--- src/rtl/data_bus_decoder_if.sv ---
// rtl/data_bus_decoder_if.sv - CPU data port and slave-side bus bundle for data_bus_decoder
interface data_bus_decoder_if #(
   parameter int DW   = 32,
   parameter int AW   = 24,
   parameter int SELW = 2,
   parameter int NSLV = 3
);
   logic [AW-1:0]      i_addr;
   logic               i_rd;
   logic               i_wr;
   logic [DW-1:0]      i_wdata;
   logic [DW-1:0]      o_rdata;
   logic               o_rvalid;
   logic               o_err;
   logic [15:0]        o_err_cnt;
   logic [NSLV-1:0]    o_sel;
   logic [AW-SELW-1:0] o_saddr;
   logic [DW-1:0]      o_wdata;
   logic               o_rd;
   logic               o_wr;
   logic [NSLV*DW-1:0] i_rdata;

   modport master (
      output i_addr, i_rd, i_wr, i_wdata, i_rdata,
      input  o_rdata, o_rvalid, o_err, o_err_cnt, o_sel, o_saddr, o_wdata, o_rd, o_wr
   );

   modport slave (
      input  i_addr, i_rd, i_wr, i_wdata, i_rdata,
      output o_rdata, o_rvalid, o_err, o_err_cnt, o_sel, o_saddr, o_wdata, o_rd, o_wr
   );
endinterface

--- src/rtl/data_bus_decoder.sv ---
// rtl/data_bus_decoder.sv - data-bus address decoder and read-return mux; DBUS_ERR_CNT_EN adds error counter
module data_bus_decoder #(
   parameter int          DW        = 32,
   parameter int          AW        = 24,
   parameter int          SELW      = 2,
   parameter int          NSLV      = 3,
   parameter int          RD_LAT    = 1,
   parameter logic [31:0] DEF_RDATA = 32'hDEADBEEF
) (
   input logic                i_clk,
   input logic                i_rst,
   input logic                i_clk_en,
   data_bus_decoder_if.slave  bus
);
   logic [SELW-1:0]   idx;
   logic              req;
   logic              mapped;
   logic              rd_acc;
   logic [NSLV-1:0]   sel;
   logic [DW-1:0]     rdata;
   logic              err;
   logic [RD_LAT-1:0] vld;
   logic [SELW-1:0]   sidx [RD_LAT];
   logic [SELW-1:0]   tidx;

   assign idx    = bus.i_addr[AW-1 -: SELW];
   assign req    = i_clk_en & (bus.i_rd | bus.i_wr);
   assign mapped = (32'(idx) < NSLV);
   assign rd_acc = bus.i_rd & ~bus.i_wr;
   assign tidx   = sidx[RD_LAT-1];

   always_comb begin
      sel = '0;
      for (int k = 0; k < NSLV; k++) begin
         sel[k] = req & ~i_rst & (idx == SELW'(k));
      end
   end

   // Unmapped tail index falls through to the default data word.
   always_comb begin
      rdata = DW'(DEF_RDATA);
      for (int k = 0; k < NSLV; k++) begin
         if (tidx == SELW'(k)) rdata = bus.i_rdata[k*DW +: DW];
      end
   end

   // Index stages only advance with a valid read so o_rdata stays put between reads.
   always_ff @(posedge i_clk) begin
      if (i_rst) begin
         vld <= '0;
         err <= 1'b0;
         for (int k = 0; k < RD_LAT; k++) sidx[k] <= '0;
      end else begin
         err <= req & ~mapped;
         if (i_clk_en) begin
            vld[0] <= rd_acc;
            if (rd_acc) sidx[0] <= idx;
            for (int k = 1; k < RD_LAT; k++) begin
               vld[k] <= vld[k-1];
               if (vld[k-1]) sidx[k] <= sidx[k-1];
            end
         end
      end
   end

`ifdef DBUS_ERR_CNT_EN
   logic [15:0] err_cnt;

   always_ff @(posedge i_clk) begin
      if (i_rst) begin
         err_cnt <= 16'h0000;
      end else if (err && err_cnt != 16'hFFFF) begin
         err_cnt <= err_cnt + 16'h0001;
      end
   end

   assign bus.o_err_cnt = err_cnt;
`else
   assign bus.o_err_cnt = 16'h0000;
`endif

   assign bus.o_sel    = sel;
   assign bus.o_saddr  = bus.i_addr[AW-SELW-1:0];
   assign bus.o_wdata  = bus.i_wdata;
   assign bus.o_wr     = bus.i_wr & req & mapped & ~i_rst;
   assign bus.o_rd     = rd_acc & req & mapped & ~i_rst;
   assign bus.o_rvalid = vld[RD_LAT-1] & i_clk_en;
   assign bus.o_rdata  = rdata;
   assign bus.o_err    = err;
endmodule

--- src/flat_wrapper.sv ---
// flat-port wrapper written by rule: the top's interface ports become plain ports
module data_bus_decoder_flat 
#(
   parameter int          DW        = 32,
   parameter int          AW        = 24,
   parameter int          SELW      = 2,
   parameter int          NSLV      = 3,
   parameter int          RD_LAT    = 1,
   parameter logic [31:0] DEF_RDATA = 32'hDEADBEEF
)
  (i_clk, i_rst, i_clk_en, bus_i_addr, bus_i_rd, bus_i_wr, bus_i_wdata, bus_i_rdata, bus_o_rdata, bus_o_rvalid, bus_o_err, bus_o_err_cnt, bus_o_sel, bus_o_saddr, bus_o_wdata, bus_o_rd, bus_o_wr);
  data_bus_decoder_if #(.DW(DW), .AW(AW), .SELW(SELW), .NSLV(NSLV)) bus_i ();
  input logic i_clk;
  input logic i_rst;
  input logic i_clk_en;
  input wire logic [$bits(bus_i.i_addr)-1:0] bus_i_addr;
  input wire logic [$bits(bus_i.i_rd)-1:0] bus_i_rd;
  input wire logic [$bits(bus_i.i_wr)-1:0] bus_i_wr;
  input wire logic [$bits(bus_i.i_wdata)-1:0] bus_i_wdata;
  input wire logic [$bits(bus_i.i_rdata)-1:0] bus_i_rdata;
  output wire logic [$bits(bus_i.o_rdata)-1:0] bus_o_rdata;
  output wire logic [$bits(bus_i.o_rvalid)-1:0] bus_o_rvalid;
  output wire logic [$bits(bus_i.o_err)-1:0] bus_o_err;
  output wire logic [$bits(bus_i.o_err_cnt)-1:0] bus_o_err_cnt;
  output wire logic [$bits(bus_i.o_sel)-1:0] bus_o_sel;
  output wire logic [$bits(bus_i.o_saddr)-1:0] bus_o_saddr;
  output wire logic [$bits(bus_i.o_wdata)-1:0] bus_o_wdata;
  output wire logic [$bits(bus_i.o_rd)-1:0] bus_o_rd;
  output wire logic [$bits(bus_i.o_wr)-1:0] bus_o_wr;
  assign bus_i.i_addr = bus_i_addr;
  assign bus_i.i_rd = bus_i_rd;
  assign bus_i.i_wr = bus_i_wr;
  assign bus_i.i_wdata = bus_i_wdata;
  assign bus_i.i_rdata = bus_i_rdata;
  assign bus_o_rdata = bus_i.o_rdata;
  assign bus_o_rvalid = bus_i.o_rvalid;
  assign bus_o_err = bus_i.o_err;
  assign bus_o_err_cnt = bus_i.o_err_cnt;
  assign bus_o_sel = bus_i.o_sel;
  assign bus_o_saddr = bus_i.o_saddr;
  assign bus_o_wdata = bus_i.o_wdata;
  assign bus_o_rd = bus_i.o_rd;
  assign bus_o_wr = bus_i.o_wr;
  data_bus_decoder #(.DW(DW), .AW(AW), .SELW(SELW), .NSLV(NSLV), .RD_LAT(RD_LAT), .DEF_RDATA(DEF_RDATA)) u_core (.i_clk(i_clk), .i_rst(i_rst), .i_clk_en(i_clk_en), .bus(bus_i));
endmodule
--- config.mk ---
export PLATFORM = sky130hd
export DESIGN_NAME = data_bus_decoder_flat
export DESIGN_NICKNAME = d
export VERILOG_FILES = /design/src/rtl/data_bus_decoder_if.sv /design/src/rtl/data_bus_decoder.sv /design/src/flat_wrapper.sv
export SDC_FILE = /design/constraint.sdc
export NUM_CORES = 1
export LEC_CHECK = 0
export CORE_AREA = 2 2 104 106
export CTS_BUF_LIST = sky130_fd_sc_hd__clkbuf_16
export DETAILED_ROUTE_END_ITERATION = 6
export DIE_AREA = 0 0 106 108
export GPL_TIMING_DRIVEN = 0
export PLACE_DENSITY = 0.74
export SYNTH_ARGS = -nofsm -noshare
export SYNTH_HDL_FRONTEND = slang
export SYNTH_SLANG_ARGS = --single-unit
--- constraint.sdc ---
create_clock -name i_clk -period 1.3 [get_ports i_clk]
set_input_delay 0.26 -clock i_clk [delete_from_list [all_inputs] [get_ports i_clk]]
set_output_delay 0.26 -clock i_clk [all_outputs]
set_load 0.1 [all_outputs]
======== Yosys cells after proc, flatten, opt, wreduce, memory -nomap -nowiden ========
Memory sizes are Yosys's and may differ from the RTL's.
Cells that the tools add are included.
storage, ports and cells
  memories kept ........................... 1
  word-level logic and storage cells ...... 40
  register bits after elaboration ......... 2
  input port bits ......................... 157
  memory bits (writable) .................. 2
cells by class
  bitwise operators ....................... 18
  magnitude comparators ................... 1
  equal/unequal tests ..................... 4
  multiplexer cells ....................... 11
  reductions and logical operators ........ 3
memory list
  name         words  bits a word  rd ports  clocked after Yosys merged registers in  wr ports  RTL line                text
  u_core.sidx  1      2            1         0                                        1         data_bus_decoder.sv:23  logic [SELW-1:0] sidx [RD_LAT];
operators with widths
  operator            number
  $mux 32             3
  $and 1x1->1         14
  $mux 1              7
  $eq 2x1->1 const B  2
  $eq 2x2->1 const B  2
  $logic_not 2->1     2
  $not 1->1           3
  $lt 2x2->1 const B  1
  $mux 2              1
  $reduce_or 2->1     1
  $or 1x1->1          1

======== Logic depth before layout (Yosys ltp) ========
  depth in word-level cells ............... 8
  mapped depth ............................ 5
  gate-level depth less buffers ........... 2

======== Worst setup path before layout ========
No wires, ideal clock.
  path kind ............................... input port to output port
  start point ............................. input i_rst
  end point ............................... output bus_o_sel[1]
  required time ........................... 1.040 ns
  cell stages on the path ................. 2
  data arrival time ....................... 3.571 ns
  buffers on the path ..................... 0
  slack ................................... -2.531 ns
  cells stage by stage .................... nand2b_1 nor4b_1
on the way
  cells in the longest elaborated chain, start to end .. 3
RTL lines
  element                    RTL line                text
  from (decl)                flat_wrapper.sv:14      input logic i_rst;
  $not 1->1                  data_bus_decoder.sv:35  sel[k] = req & ~i_rst & (idx == SELW'(k));
  $and 1x1->1 (2 in series)  data_bus_decoder.sv:35
  to (decl)                  flat_wrapper.sv:25      output wire logic [$bits(bus_i.o_sel)-1:0] bus_o_sel;
Every way passes these cells.

======== Worst setup path in the final report ========
  start point ............................. memory u_core.sidx[0][1]
  end point ............................... output bus_o_rdata[7]
on the way
  cells in the longest elaborated chain, start to end .. 5
  elaborated cells on any way between the ends .. 7
RTL lines
  element                RTL line                text
  from (decl)            data_bus_decoder.sv:23
  $mem_v2 1x2 (*)        -
  $logic_not 2->1        data_bus_decoder.sv:43  if (tidx == SELW'(k)) rdata = bus.i_rdata[k*DW +: DW];
  $mux 32 (2 in series)  data_bus_decoder.sv:43
  $mux 32 (*)            data_bus_decoder.sv:43
  to (decl)              flat_wrapper.sv:21      output wire logic [$bits(bus_i.o_rdata)-1:0] bus_o_rdata;
Every way passes the cells marked *; elsewhere a longest branch is shown, timed or not.

==> impl_metrics.xml <==
<?xml version="1.0" encoding="UTF-8"?>
<metrics>
  <group name="place">
    <metric name="placed_area" unit="um2">4209</metric>
    <metric name="detailedPlacementHpwl" unit="mm">6.768</metric>
    <metric name="port-buffer-count" unit="">195</metric>
    <metric name="place_congestion" unit="">0.7339</metric>
  </group>
  <group name="yosys">
    <metric name="ys_seq_area_share" unit="%">6.255</metric>
    <metric name="synth_area_per_cell" unit="um2">9.413</metric>
    <metric name="synthesized_area_fraction_occupied_by_adder_cells" unit="%">0</metric>
    <metric name="postSynth.topFlopCell" unit="">edfxtp_1</metric>
    <metric name="synth_simple_gate_area_share" unit="%">8.131</metric>
    <metric name="netlist-cell-type-count" unit="">26</metric>
    <metric name="synth_warnings" unit="">0</metric>
    <metric name="synthArstFlopShare" unit="%">0</metric>
    <metric name="muxShareOfSynthArea" unit="%">27.05</metric>
    <metric name="synth-edff-count" unit="">2</metric>
    <metric name="synth_area" unit="um2">1600</metric>
    <metric name="combinational_family_with_the_most_area_after_synthesis" unit="">buffers and inverters</metric>
    <metric name="synth_register_bits" unit="">4</metric>
    <metric name="synth_compound_area_share" unit="%">17.83</metric>
    <metric name="syn-instance-count" unit="">170</metric>
    <metric name="synthXorXnorAreaFrac" unit="%">0</metric>
  </group>
  <group name="sta">
    <metric name="fin_skew" unit="ns">0</metric>
    <metric name="fin_hold_ws" unit="ns">0.3024</metric>
    <metric name="setup_viol" unit="">33</metric>
    <metric name="grt_setup_unrepaired" unit="">true</metric>
    <metric name="period_needed" unit="ns">1.868</metric>
    <metric name="setup_ws" unit="ns">-0.5680</metric>
    <metric name="drv_slew" unit="">0</metric>
    <metric name="peak_clock_frequency_supported_by_timing" unit="MHz">535.3</metric>
    <metric name="fin_crit_sh" unit="%">143.7</metric>
    <metric name="worst_slew_margin_rel" unit="%">61.91</metric>
    <metric name="worst_slew_pin_slew" unit="ns">0.5741</metric>
    <metric name="hold_viol_final" unit="">0</metric>
    <metric name="setup_tns" unit="ns">-17.11</metric>
  </group>
  <group name="power_and_ir_drop">
    <metric name="power_switching" unit="mW">2.344</metric>
    <metric name="intPower" unit="mW">1.934</metric>
    <metric name="p_per_area" unit="nW/um2">878.0</metric>
    <metric name="maximum_vdd_drop" unit="uV">531.3</metric>
    <metric name="p_leak" unit="nW">2.072</metric>
    <metric name="swShare" unit="%">54.80</metric>
    <metric name="totalPowerFinal" unit="mW">4.278</metric>
    <metric name="power_frac_seq" unit="%">3.3</metric>
    <metric name="clkPwrFrac" unit="%">11.3</metric>
    <metric name="power.combinational.fraction" unit="%">85.4</metric>
  </group>
  <group name="setup_path">
    <metric name="crit_path_cell_trace" unit="">buf_6 &gt; buf_12 &gt; mux2_4 &gt; o22a_4 &gt; buf_12</metric>
    <metric name="reg2regPathDepth" unit="">2</metric>
    <metric name="delay_of_the_slowest_critical_path_stage" unit="ns">0.37</metric>
    <metric name="crit_path_frequent_cell" unit="">buf_12</metric>
    <metric name="setup_crit_end_kind" unit="">primary output</metric>
    <metric name="worstSetupStartpointType" unit="">register</metric>
    <metric name="crit_slowest_cell" unit="">edfxtp_1</metric>
    <metric name="crit_type" unit="">reg -&gt; out</metric>
    <metric name="arrival_time_at_the_worst_endpoint" unit="ns">1.61</metric>
    <metric name="reg2reg_slack" unit="ns">0.74</metric>
    <metric name="reg2reg_to" unit="">u_core.vld</metric>
    <metric name="crit_path_max_fanout" unit="">10</metric>
    <metric name="critical_path.reg2reg.startpoint" unit="">u_core.vld</metric>
    <metric name="critPathRequiredTime" unit="ns">1.04</metric>
  </group>
  <group name="worst_hold_path">
    <metric name="hold_class" unit="">in -&gt; reg</metric>
    <metric name="hold_path_end" unit="">u_core.vld</metric>
    <metric name="hold_path_startpoint" unit="">i_rst</metric>
    <metric name="holdPathStages" unit="">3</metric>
  </group>
  <group name="drt">
    <metric name="wl" unit="mm">8.347</metric>
    <metric name="wl_per_cell" unit="um">15.84</metric>
    <metric name="first_pass_iters" unit="">4</metric>
    <metric name="number_of_nets_with_antenna_violations_after_detailed_routing" unit="">0</metric>
    <metric name="drt_iter0_markers" unit="">31</metric>
    <metric name="post-route-drc-count" unit="">0</metric>
    <metric name="routed_via_count" unit="">2098</metric>
    <metric name="routed_via_density" unit="">3.981</metric>
  </group>
  <group name="cells_and_area">
    <metric name="areaGrowthSynthToFinish" unit="%">204.5</metric>
    <metric name="num-fill-cells" unit="">894</metric>
    <metric name="area_occupied_by_multi_input_gates" unit="um2">1393</metric>
    <metric name="final-seq-area" unit="um2">100.1</metric>
    <metric name="num-nets-final" unit="">549</metric>
    <metric name="layout-drive-gt1-share" unit="%">67.77</metric>
    <metric name="final_design_area_no_fill" unit="um2">4872</metric>
    <metric name="antenna_cells_inserted" unit="">0</metric>
  </group>
  <group name="global_routing">
    <metric name="initial_antenna_violation_count" unit="">1</metric>
    <metric name="grt_pass1_wl" unit="mm">11.90</metric>
    <metric name="grt_util_all_layers" unit="%">13.04</metric>
    <metric name="grt_pass1_vias" unit="">2322</metric>
    <metric name="grt_max_degree" unit="">11</metric>
    <metric name="grt.overflow.total" unit="">0</metric>
  </group>
  <group name="cts">
    <metric name="tritoncts.num_buffers" unit="">3</metric>
    <metric name="ctsHtreeMaxLevel" unit="">1</metric>
    <metric name="clock-root-buffer" unit="">clkbuf_16</metric>
    <metric name="clock-sinks" unit="">4</metric>
    <metric name="clk_pin_slew_worst_paths" unit="ns">0.03</metric>
    <metric name="clock_insertion_delay_worst_skew" unit="ns">0.22</metric>
    <metric name="max-clock-path-buffers" unit="">2</metric>
    <metric name="tritoncts" unit="">done</metric>
    <metric name="cts_hold_repair.buffers" unit="">0</metric>
  </group>
  <group name="floorplanning">
    <metric name="ioPinCount" unit="">266</metric>
    <metric name="placeableCoreArea" unit="um2">10230</metric>
    <metric name="die-height" unit="um">108</metric>
    <metric name="initial_utilization" unit="%">15.64</metric>
    <metric name="die_x" unit="um">106</metric>
    <metric name="rows" unit="">37</metric>
    <metric name="die-area" unit="um2">11450</metric>
  </group>
  <group name="run_status">
    <metric name="failed_checks" unit="">setup timing</metric>
    <metric name="status" unit="">finished, violations left</metric>
  </group>
  <group name="job">
    <metric name="cap_viol_max_count" unit="">0</metric>
  </group>
</metrics>
## power by group through the flow
stage | Sequential [mW] | Combinational, mW | Clock, mW
CTS | 0.143 | 3.61 | 0.492
detailed placement | 0.144 | 3.26 | 0
global route | 0.143 | 3.74 | 0.504
finish | 0.143 | 3.65 | 0.483
floorplan | 0.149 | 2.48 | 0
global placement | 0.144 | 3.24 | 0
## how the worst max path moves through the flow
stage | slack (ns) | cells past startpoint | endpoint | from
after floorplan | -0.49 | 2 | bus_o_sel[1] | i_rst
after global placement | -1.53 | 4 | bus_o_rd | i_clk_en
after detailed placement | -1.57 | 4 | bus_o_rd | i_clk_en
after CTS | -0.58 | 5 | bus_o_rdata[25] | u_core.sidx[0][1]
after global routing | -0.59 | 5 | bus_o_rdata[7] | u_core.sidx[0][1]
final | -0.57 | 5 | bus_o_rdata[7] | u_core.sidx[0][1]
## cells in the final DEF, fill, tap and decap left out, types with 2 or more instances in the layout
cell / synthesis / final
mux2_2: 2 / 2
buf_6: 3 / 4
buf_8: 0 / 5
clkdlybuf4s50_1: 0 / 96
clkdlybuf4s15_2: 0 / 54
clkbuf_2: 0 / 2
buf_2: 2 / 4
edfxtp_1: 2 / 2
mux2i_4: 0 / 2
conb_1: 1 / 16
o2bb2ai_4: 0 / 8
nand2b_1: 3 / 2
mux2_4: 22 / 22
mux2i_2: 0 / 5
nor4b_4: 0 / 2
buf_4: 71 / 77
and2_1: 4 / 2
dfxtp_1: 2 / 2
buf_12: 3 / 40
nand2b_4: 1 / 2
o22a_4: 0 / 24
clkbuf_16: 0 / 4
## metrics by stage
stage	setup WS (ns)	cells	util, %
after global routing	-0.5949	527	47.62
final	-0.5680	527	47.62
after global placement	-1.528	516	41.14
after detailed placement	-1.565	516	41.14
after floorplan	-0.4946	185	-
after CTS	-0.5752	525	46.68
## synth_stat cells, types with 2 or more instances
master      n  share of area (%)
and2_1      4                1.6
buf_12      3                3.8
buf_2       2               0.63
buf_4      71                 33
buf_6       3                2.1
clkbuf_1    3               0.70
dfxtp_1     2                2.5
edfxtp_1    2                3.8
mux2_2      2                1.4
mux2_4     22                 21
mux2i_1     8                5.0
nand2b_1    3                1.2
nor4b_1     2                1.1
o22a_1     24                 13
o2bb2ai_1   8                4.4
## cells by family (layout without fill, tap and decap cells)
kind of cell,Yosys count,count (layout)
AO/OA/AOI/OAI,33,33
multiplexers,32,32
flip-flops,4,4
buffers and inverters,82,288
other,1,16
AND/OR/NAND/NOR,18,18
## layout make-up
| type | instances | area share [%] |
|---|---|---|
| buffer | 81 | 13.89 |
| sequential | 4 | 2.054 |
| clock inverter | 1 | 0.07704 |
| tap | 136 | 3.493 |
| timing repair buffer | 203 | 50.36 |
| multi-input combinational | 99 | 28.58 |
| clock buffer | 3 | 1.541 |
## critical path, delay by kind of cell (launching register included)
kind / cells / cell delay, ns
compound gates: 1 / 0.22
buf+inv: 3 / 0.47
flops: 1 / 0.37
mux: 1 / 0.30
## timing repair
action | CTS | global route
resized for setup | 545 | 13
pin swaps | 4 | 7
setup buffers | 5 | 2
setup endpoints to repair | 95 | 36
gates cloned | 0 | 1
## routing by layer
layer,share of wire [%],GRT usage (%),up-vias
li1,-,-,972
met1,32,12.52,944
met2,56,26.77,168
met3,11,3.797,12
met4,1.6,3.571,2
met5,0.14,0,-
## state kept, by name, summed over array words and instances, names as in the netlist
register,count
u_core.vld,1
u_core.sidx,2
u_core.bus.o_err,1
(Power assumes the default switching activity.)
